--- src/rtl/traffic_phase_ctrl.sv ---
// Two-way intersection phase sequencer with pedestrian service and night flash.
// Advances on the 1 s tick; owns the per-phase countdown shown on the display.
module traffic_phase_ctrl #(
  parameter int pGREEN_NS = 20,
  parameter int pGREEN_EW = 15,
  parameter int pYELLOW   = 3,
  parameter int pALL_RED  = 2,
  parameter int pWALK     = 8
) (
  input  logic       clk,
  input  logic       rst_n,
  input  logic       en,
  input  logic       tick,
  input  logic       ped_req,
  input  logic       night_mode,
  output logic [2:0] light_ns,
  output logic [2:0] light_ew,
  output logic       ped_walk,
  output logic [2:0] phase,
  output logic [6:0] remain,
  output logic       phase_end
);

  typedef enum logic [2:0] {
    ALL_RED_A = 3'd0,
    NS_GREEN  = 3'd1,
    NS_YELLOW = 3'd2,
    ALL_RED_B = 3'd3,
    PED_WALK  = 3'd4,
    EW_GREEN  = 3'd5,
    EW_YELLOW = 3'd6,
    FLASH     = 3'd7
  } state_t;

  localparam logic [2:0] LAMP_R   = 3'b100;
  localparam logic [2:0] LAMP_Y   = 3'b010;
  localparam logic [2:0] LAMP_G   = 3'b001;
  localparam logic [2:0] LAMP_OFF = 3'b000;

  // Countdown load value (duration minus one) for a state being entered
  function automatic logic [6:0] dur_m1(input state_t s);
    logic [6:0] d;
    case (s)
      ALL_RED_A, ALL_RED_B: d = 7'(pALL_RED - 1);
      NS_GREEN:             d = 7'(pGREEN_NS - 1);
      NS_YELLOW, EW_YELLOW: d = 7'(pYELLOW - 1);
      PED_WALK:             d = 7'(pWALK - 1);
      EW_GREEN:             d = 7'(pGREEN_EW - 1);
      default:              d = 7'd0;
    endcase
    return d;
  endfunction

  state_t     phase_r, phase_s, succ_s;
  logic [6:0] remain_r, remain_s;
  logic       flash_on_r, flash_on_s;
  logic       ped_pending_r, ped_pending_s;
  logic       phase_end_r, phase_end_s;
  logic       ped_walk_r, ped_walk_s;
  logic [2:0] light_ns_r, light_ns_s;
  logic [2:0] light_ew_r, light_ew_s;
  logic       step_s;

  assign step_s = en & tick;

  // Next-state, countdown, pedestrian latch and lamp decode
  always_comb begin
    phase_s       = phase_r;
    remain_s      = remain_r;
    flash_on_s    = flash_on_r;
    ped_pending_s = ped_pending_r;
    phase_end_s   = 1'b0;
    light_ns_s    = LAMP_R;
    light_ew_s    = LAMP_R;
    ped_walk_s    = 1'b0;

    case (phase_r)
      ALL_RED_A: succ_s = NS_GREEN;
      NS_GREEN:  succ_s = NS_YELLOW;
      NS_YELLOW: succ_s = ALL_RED_B;
      ALL_RED_B: succ_s = ped_pending_r ? PED_WALK : EW_GREEN;
      PED_WALK:  succ_s = EW_GREEN;
      EW_GREEN:  succ_s = EW_YELLOW;
      default:   succ_s = ALL_RED_A;
    endcase

    if (step_s) begin
      if (phase_r == FLASH) begin
        // Leaving night operation wins over another flash toggle
        if (night_mode) begin
          flash_on_s = ~flash_on_r;
        end else begin
          phase_s     = ALL_RED_A;
          remain_s    = dur_m1(ALL_RED_A);
          flash_on_s  = 1'b0;
          phase_end_s = 1'b1;
        end
      end else if (remain_r == 7'd0) begin
        phase_end_s = 1'b1;
        if (night_mode) begin
          phase_s    = FLASH;
          remain_s   = 7'd0;
          flash_on_s = 1'b1;
        end else begin
          phase_s  = succ_s;
          remain_s = dur_m1(succ_s);
        end
      end else begin
        remain_s = remain_r - 7'd1;
      end
    end else begin
      remain_s = remain_r;
    end

    // A request coinciding with walk entry or flash entry is absorbed
    if (phase_end_s && (phase_s == PED_WALK || phase_s == FLASH)) begin
      ped_pending_s = 1'b0;
    end else if (ped_req && phase_r != PED_WALK) begin
      ped_pending_s = 1'b1;
    end else begin
      ped_pending_s = ped_pending_r;
    end

    case (phase_s)
      NS_GREEN:  light_ns_s = LAMP_G;
      NS_YELLOW: light_ns_s = LAMP_Y;
      EW_GREEN:  light_ew_s = LAMP_G;
      EW_YELLOW: light_ew_s = LAMP_Y;
      PED_WALK:  ped_walk_s = 1'b1;
      FLASH: begin
        light_ns_s = flash_on_s ? LAMP_Y : LAMP_OFF;
        light_ew_s = flash_on_s ? LAMP_Y : LAMP_OFF;
      end
      default: begin
        light_ns_s = LAMP_R;
        light_ew_s = LAMP_R;
      end
    endcase
  end

  // State and registered outputs
  always_ff @(posedge clk or negedge rst_n) begin
    if (!rst_n) begin
      phase_r       <= ALL_RED_A;
      remain_r      <= 7'(pALL_RED - 1);
      flash_on_r    <= 1'b0;
      ped_pending_r <= 1'b0;
      phase_end_r   <= 1'b0;
      ped_walk_r    <= 1'b0;
      light_ns_r    <= LAMP_R;
      light_ew_r    <= LAMP_R;
    end else begin
      phase_r       <= phase_s;
      remain_r      <= remain_s;
      flash_on_r    <= flash_on_s;
      ped_pending_r <= ped_pending_s;
      phase_end_r   <= phase_end_s;
      ped_walk_r    <= ped_walk_s;
      light_ns_r    <= light_ns_s;
      light_ew_r    <= light_ew_s;
    end
  end

  assign phase     = phase_r;
  assign remain    = remain_r;
  assign phase_end = phase_end_r;
  assign ped_walk  = ped_walk_r;
  assign light_ns  = light_ns_r;
  assign light_ew  = light_ew_r;

endmodule

--- config.mk ---
export PLATFORM = sky130hd
export DESIGN_NAME = traffic_phase_ctrl
export DESIGN_NICKNAME = d
export VERILOG_FILES = /design/src/rtl/traffic_phase_ctrl.sv
export SDC_FILE = /design/constraint.sdc
export NUM_CORES = 1
export LEC_CHECK = 0
export ABC_AREA = 1
export CORE_MARGIN = 5
export CORE_UTILIZATION = 46
export CTS_CLUSTER_SIZE = 12
export DETAILED_ROUTE_END_ITERATION = 6
export PLACE_DENSITY = 0.79
export RECOVER_POWER = 50
export SYNTH_ARGS = -nofsm -noshare
export SYNTH_HDL_FRONTEND = slang
export SYNTH_SLANG_ARGS = --single-unit
--- constraint.sdc ---
create_clock -name clk -period 1.9 [get_ports clk]
set_input_delay 0.19 -clock clk [delete_from_list [all_inputs] [get_ports clk]]
set_output_delay 0.19 -clock clk [all_outputs]
set_load 0.01 [all_outputs]
### Word-level counts from Yosys, hierarchy flattened

Index checks and enable logic that the tools add are counted.

| word-level totals | value |
|---|---|
| flip-flop bits (word level) | 20 |
| input port bits | 6 |
| output and inout bits | 18 |

| cells by class | value |
|---|---|
| add/subtract/negate cells | 1 |
| eq/ne operators | 20 |
| mux-type cells | 27 |
| bitwise operators | 2 |
| reduce and logical (&&, ||, !) cells | 10 |

Operators by type and width:

| cell | number |
|---|---|
| $eq 3x3->1 const B | 10 |
| $pmux 5 s5 | 1 |
| $mux 7 | 3 |
| $pmux 3 s3 | 2 |
| $pmux 3 s6 | 1 |
| $eq 3x2->1 const B | 5 |
| $mux 3 | 5 |
| $mux 1 | 13 |
| $eq 3x1->1 const B | 3 |
| $logic_not 7->1 | 1 |
| $sub 7x1->7 const B | 1 |
| $logic_not 3->1 | 2 |
| $mux 5 | 1 |
| $reduce_or 2->1 | 2 |
| $ne 3x3->1 const B | 1 |
| $logic_and 1x1->1 | 2 |
| $mux 2 | 1 |
| $ne 2x2->1 const B | 1 |
| $reduce_and 2->1 | 1 |
| $reduce_bool 2->1 | 1 |
| $and 1x1->1 | 1 |
| $logic_or 1x1->1 | 1 |
| $not 1->1 | 1 |

### Depth between registers and ports, before layout

| depth | value |
|---|---|
| depth in word-level cells | 10 |
| gate-level depth with buffers | 13 |
| mapped depth without buffers | 12 |

### Least setup slack after synthesis

No wires, ideal clock.

| timing path | value |
|---|---|
| path kind | register to register |
| from | register remain_r[0] (netlist: remain[0]) |
| to | register ped_pending_r |
| setup time | 0.122 ns |
| arrival time | 1.649 ns |
| setup slack | 0.129 ns |
| cell stages (with the launch flop) | 12 |
| cells stage by stage | dfstp_2 > inv_1 > ha_1 > nand3_2 > nor2_2 > buf_4 > nor2_1 > nand2_1 > nand2_4 > nand3_4 > nand2_1 > a21oi_2 |

| between the ends | value |
|---|---|
| word-level cells in the longest chain between the ends | 8 |
| elaborated cells between the ends (all ways) | 13 |

Ends and longest elaborated chain:

| item | RTL line | source |
|---|---|---|
| start, declared | 55 | `logic [6:0] remain_r, remain_s;` |
| start signal, assigned | 145 | `remain_r <= 7'(pALL_RED - 1);` |
| start signal, assigned | 154 | `remain_r <= remain_s;` |
| $logic_not 7->1 * | 98 | `end else if (remain_r == 7'd0) begin` |
| $mux 3 * | 98 |  |
| $mux 3 * | 88 | `if (phase_r == FLASH) begin` |
| $mux 3 * | 87 | `if (step_s) begin` |
| net phase_s[0] | 54 | `state_t phase_r, phase_s, succ_s;` |
| $eq 3x3->1 | 116 | `if (phase_end_s && (phase_s == PED_WALK \|\| phase_s == FLASH)) begin` |
| $logic_or 1x1->1 * | 116 |  |
| $logic_and 1x1->1 * | 116 |  |
| $mux 1 or $reduce_bool 2->1 (tied branches) | -- |  |
| end signal, assigned | 156 | `ped_pending_r <= ped_pending_s;` |
| end, declared | 57 | `logic ped_pending_r, ped_pending_s;` |

Mark *: on every way through the listed nets, which the timed path passes. The rest lies on a longest branch.
A chain may end at the register's enable or synchronous reset.

### Final worst setup path

Ends and elaborated chain as after synthesis.

==> summary.txt <==
STA
  – Period utilisation layout: 0.9481
  – Unrepaired setup endpoints after global routing: no
  – Setup TNS: 0 ns
  – Final Critical Period: 1.801 ns
  – Worst-Margin Slew: 1.088 ns
  – Worst Skew: 0.005750 ns
  – Peak Freq: 555.1 MHz
  – Endpoints failing setup: 0
  – Final Max Tran Viols: 0
  – Slew headroom: 0.2744
  – Final hold vios: 0

Logic synthesis
  – Synthesized instance count: 147
  – Post-synthesis compound-gate area fraction: 0.1415
  – Sequential area share after synthesis: 0.4104
  – Multiplexer share of the synthesized area: 0
  – Largest family of logic cells by synthesized area: simple AND/OR/NAND/NOR gates
  – Post-synth top area cell: dfrtp_1
  – Synth Net Count: 154
  – Yosys reg bits: 20
  – Mapped Area: 1229 um^2
  – Simple-gate share of the synthesized area: 0.3167
  – Ys Warns: 0
  – Dominant synthesized flop cell: dfrtp_1
  – Synth Area in XOR/XNOR: 0.007128
  – Asr flop ratio synth: 1.000
  – EDFF count, synth: 0
  – Dominant cells by area after synthesis: dfrtp_1 (35%), nand2_1 (9.8%), dfstp_2 (6.4%)
  – Synth Area in Adders: 0.01018
  – Syn_area_per_cell: 8.358 um^2
  – Count of distinct cell types in the synthesized netlist: 34
  – Synth top area share: 0.3462

Clock network
  – H-tree depth: 1
  – Clk Latency, worst-skew pair: 0.31 ns
  – Number of buffers inserted by hold repair at cts: 0
  – CTS tree: done
  – Root Buffer: clkbuf_4
  – Clk slew on worst S/H paths: 0.12 ns
  – Bufs on Longest Clock Path: 2
  – Num CTS Buffers: 3
  – Sink Count: 20

Place
  – Dpl hpwl: 2.221 mm
  – Inst Count DP: 203
  – Placed instance area: 1508 um^2
  – GP Congestion: 0.9561
  – IO buf count: 23

Critical path
  – Crit. End Element: flip-flop
  – Worst Setup SP: remain[0]
  – Crit Path Category: flip-flop to flip-flop
  – Worst R2R Setup Slack: 0.1 ns
  – R2R Path End: ped_pending_r
  – WP data required: 2.10 ns
  – Reg2reg start: remain[0]
  – Crit path max fanout: 11
  – Crit path launch type: flip-flop
  – R2r worst-path depth: 11
  – Arr. time, crit path: 2.00 ns

Cells and area
  – Area Growth Syn to Fin: 29.53%
  – Layout cells sized above 1: 0.2570
  – Final std cells w/o fill: 209
  – Commonest non-fill, non-tap cell in the layout: nand2_1
  – Fin nets: 187
  – Diode count: 0
  – Final Instance Area: 1592 um^2
  – Highest-count cells in the layout ignoring fill and taps: nand2_1 (31), dfrtp_1 (17), inv_1 (15)
  – Layout filler cell count: 218

Run status
  – Outcome: complete, no violations

Hold path
  – Hold path startpoint: ped_pending_r
  – Hold endpoint: ped_pending_r
  – Worst hold path depth: 2
  – Hold Path Class: flip-flop to flip-flop

Pwr
  – VDD IR max: 1.111 mV
  – P per Cell Area: 1701 nW/um^2
  – Int Power: 1.488 mW
  – Part of the power in registers: 0.281
  – Leak: 0.8016 nW
  – Net Sw Frac: 0.4506
  – Comb power frac: 0.588
  – Clock network fraction of total power: 0.131
  – Psw: 1.220 mW

Die
  – Die height: 61.68 um
  – Row cnt: 18
  – I/O Pins: 24
  – Die Area: 3804 um^2
  – Starting Density: 0.4871
  – Core box area: 2522 um^2
  – Die Width: 61.68 um

GRT
  – Global-route wire length before repair: 4.747 mm
  – Total GRT Usage: 0.1673
  – Pin count of the biggest net entering global routing: 21
  – Congestion Overflow GR: 0
  – Vias in the first global route: 1072
  – Antenna violations before repair: 0

Routing
  – Post-DR wirelength/cell: 13.81 um
  – Antenna Nets Post-Route: 0
  – # DRC: 0
  – Drt pass-1 iters: 4
  – Routed vias: 1105
  – DRT iter0 DRCs: 37
  – Routed wire length: 2.887 mm
  – Via density: 5.287

Flow run
  – Max-Cap Viols: 0
-- how the worst max path moves through the flow --
stage	end	slack (ns)	cells after the start
2_1_floorplan	ped_pending_r	0.13	11
3_3_place_gp	ped_pending_r	0.06	12
3_5_place_dp	ped_pending_r	0.05	12
4_1_cts	ped_pending_r	0.02	12
5_1_grt	ped_pending_r	0.01	11
6_report	ped_pending_r	0.1	11
-- critical path: stages (launching register included) --
cell and delay, ns:
dfstp_2 0.40, inv_1 0.09, ha_2 0.23, nand3_2 0.12, nor2_4 0.25, nand3_1 0.14
nand3_2 0.10, nand2_4 0.07, inv_4 0.09, nand3_4 0.08, nand2_1 0.08, a21oi_2 0.05
-- registers in the layout, summed over array words and instances (netlist names) --
register       flops
phase              3
phase_end          1
flash_on_r         1
light_ns           3
remain             7
light_ew           3
ped_walk           1
ped_pending_r      1
-- power by group through the flow --
stage	clock network, mW	registers (mW)	logic [mW]
finish	0.355	0.762	1.59
global route	0.371	0.790	1.76
CTS	0.359	0.764	1.56
detailed placement	0	0.769	1.54
global placement	0	0.767	1.53
floorplan	0	0.782	1.05
-- area by class of cell --
cell class | count | area, um^2 | area share
Multi-Input combinational cell | 100 | 604.3 | 0.3797
Sequential cell | 20 | 504.2 | 0.3168
Timing Repair Buffer | 32 | 294.0 | 0.1847
Inverter | 23 | 98.84 | 0.06211
Tap cell | 30 | 37.54 | 0.02358
Clock inverter | 1 | 30.03 | 0.01887
Clock buffer | 3 | 22.52 | 0.01415
-- per-layer routing --
layer | part of all wire | GRT usage
met1 | 0.44 | 0.2186
met2 | 0.50 | 0.2810
met3 | 0.053 | 0.04822
met4 | 0.010 | 0.02424
met5 | 0 | 0
-- cell families (layout without fill, tap and decap cells) --
group	after synthesis	after routing
xor gates and xnor gates	1	1
adders and majority gates	1	1
DFF	20	20
and+or+nand+nor	71	71
buffers and inverters	27	59
AOI/OAI and AO/OA	27	27
-- per-stage QoR --
step / setup WS, ns / hold slack [ns] / util / total power, mW
finish: 0.09857 / 0.5278 / 0.6310 / 2.708
floorplan: 0.1285 / -0.1056 / - / 1.835
global route: 0.009727 / 0.5551 / 0.6310 / 2.920
global placement: 0.05894 / 0.5004 / 0.5977 / 2.297
CTS: 0.02096 / 0.2217 / 0.6186 / 2.681
detailed placement: 0.04540 / 0.5103 / 0.5977 / 2.311
-- what timing repair did --
item                       in CTS  in global routing
gates resized for setup         0                  6
setup buffers                   0                  2
setup endpoints to repair       0                  7
-- synthesized netlist by cell type (2+ instances only) --
cell type,n
nand2_1,32
o32ai_1,2
nand3_4,2
nand3_1,13
dfrtp_1,17
nor2_2,2
inv_4,2
nor2_1,8
nand3_2,5
a21oi_1,9
nand2_4,3
inv_2,5
o22ai_1,3
buf_6,3
inv_1,15
nand2_2,2
o21ai_0,5
dfstp_2,3
Note: power is estimated with default switching activity, not from simulation.
==> patch (config.mk and constraints unchanged) <==
Reset style: synchronous (`rst_n`), changed in one clocked block.
--- a/src/rtl/traffic_phase_ctrl.sv
+++ b/src/rtl/traffic_phase_ctrl.sv
@@ -139,7 +139,7 @@
   end
 
   // State and registered outputs
-  always_ff @(posedge clk or negedge rst_n) begin
+  always_ff @(posedge clk) begin
     if (!rst_n) begin
       phase_r       <= ALL_RED_A;
       remain_r      <= 7'(pALL_RED - 1);
Behaviour: differs if rst_n is asserted again (counterexample within 4 cycles, from zero or initial values and one cycle with rst_n low); with rst_n held inactive, the same outputs for 10 cycles.
==> patch against the unedited design <==
- final area decreased by 5.3%
- via count increased by 4.4%
- die area decreased by 3.3%
- count of clock-buffer cells in the layout unchanged
- worst setup slack improved by 27 ps
- global-route usage increased by 0.25 points
- hold slack got worse by 78 ps
- area after synthesis decreased by 4.0%
- sequential cell count unchanged
- synthesized cell count increased by 12%
- routed wire length decreased by 0.35%
Power is not compared: it rests on default switching activity, and its combinational part moved more than twofold at a synthesized area within 25%.
==> patch: results (changes against the unedited design) <==
----------------------------------------------------
[Routing]
  Number of DRC violations after detailed-routing iteration 0 ... 42 (+14%)
  Wire length on met1 ... 1.19 mm (-6.5%)
  Met2 Routed Length ... 1.47 mm (+2.2%)

[Global routing]
  GRT Resource Usage Total ... 0.170 (+0.00248)
  Pin count of the biggest net entering global routing ... 16 (-24%)
  Vias in the first global route ... 1170 (+9.1%)
  Fraction of met2 tracks used by global routing ... 0.308 (+0.0274)

[Synthesis]
  Mapped Avg Cell Area ... 7.15 um^2 (-14%)
  Synth top area cells ... sky130_fd_sc_hd__dfxtp_1 34%, sky130_fd_sc_hd__nand2_1 11%, sky130_fd_sc_hd__nand3_1 5.1%
  Adder-cell area share of the yosys netlist ... 0.0106 (+0.000421)
  Synth Area in Compound Gates ... 0.137 (-0.00475)
  Net Count, Synth ... 172 (+12%)
  Share of flip-flops with an asynchronous set or reset ... 0 (-1.00)
  Parity-gate share of the synthesized area counting xor and xnor cells ... 0.0223 (+0.0151)
  Count of unique library cells instantiated by Yosys ... 29 (-15%)
  Sequential element share of the synthesized area ... 0.339 (-0.0710)

[Place]
  Detailed placement HPWL ... 2.17 mm (-2.5%)
  Placer's final routability congestion estimate ... 0.944 (-1.3%)

[Cells and area]
  Nets ... 199 (+6.4%)
  Total of plain and repair buffers excluding clock buffers ... 25 (-22%)
  Proportion of layout cells with a drive suffix above 1 ... 0.251 (-0.00567)

[Critical path]
  Launching instance or port of the critical path ... remain[0]
  Cell with the largest stage delay on the worst path ... sky130_fd_sc_hd__dfxtp_2
  Logic depth of the worst register-to-register path ... 14 (+3)
  Internal reg-to-reg setup slack ... 130 ps (+30 ps)
  Source of the worst register-to-register timing path ... remain[0]
  Arrival time at the worst endpoint ... 2020 ps (+20 ps)
  Largest driver fanout on the critical path ... 5 (-6)

[Hold path]
  Class of the worst hold path ... primary input to flop

[Outcome]
  Outcome ... finished clean

----------------------------------------------------
==> patch: cell types whose count changed after synthesis, sizes merged, moves of 3 or more <==
cell | before | now
dfrtp | 17 | 0
o22ai | 3 | 0
a21oi | 10 | 13
dfstp | 3 | 0
dfxtp | 0 | 20
nand3 | 20 | 14
nand2 | 37 | 45
nor2 | 11 | 23
nor3 | 1 | 4
==> patch: worst min-delay path by stage <==
stage	start	endpoint	slack [ps]
6_report	rst_n	ped_pending_r	450
5_1_grt	rst_n	ped_pending_r	440
4_1_cts	rst_n	ped_pending_r	440
3_5_place_dp	remain[6]	remain[6]	470
3_3_place_gp	remain[6]	remain[6]	470
2_1_floorplan	rst_n	ped_pending_r	330
==> patch: through the flow <==
stage / utilization / cell area, um^2
2_1_floorplan: - / 1180
3_3_place_gp: 0.588 / 1440
3_5_place_dp: 0.588 / 1440
4_1_cts: 0.610 / 1500
5_1_grt: 0.614 / 1510
6_report: 0.614 / 1510
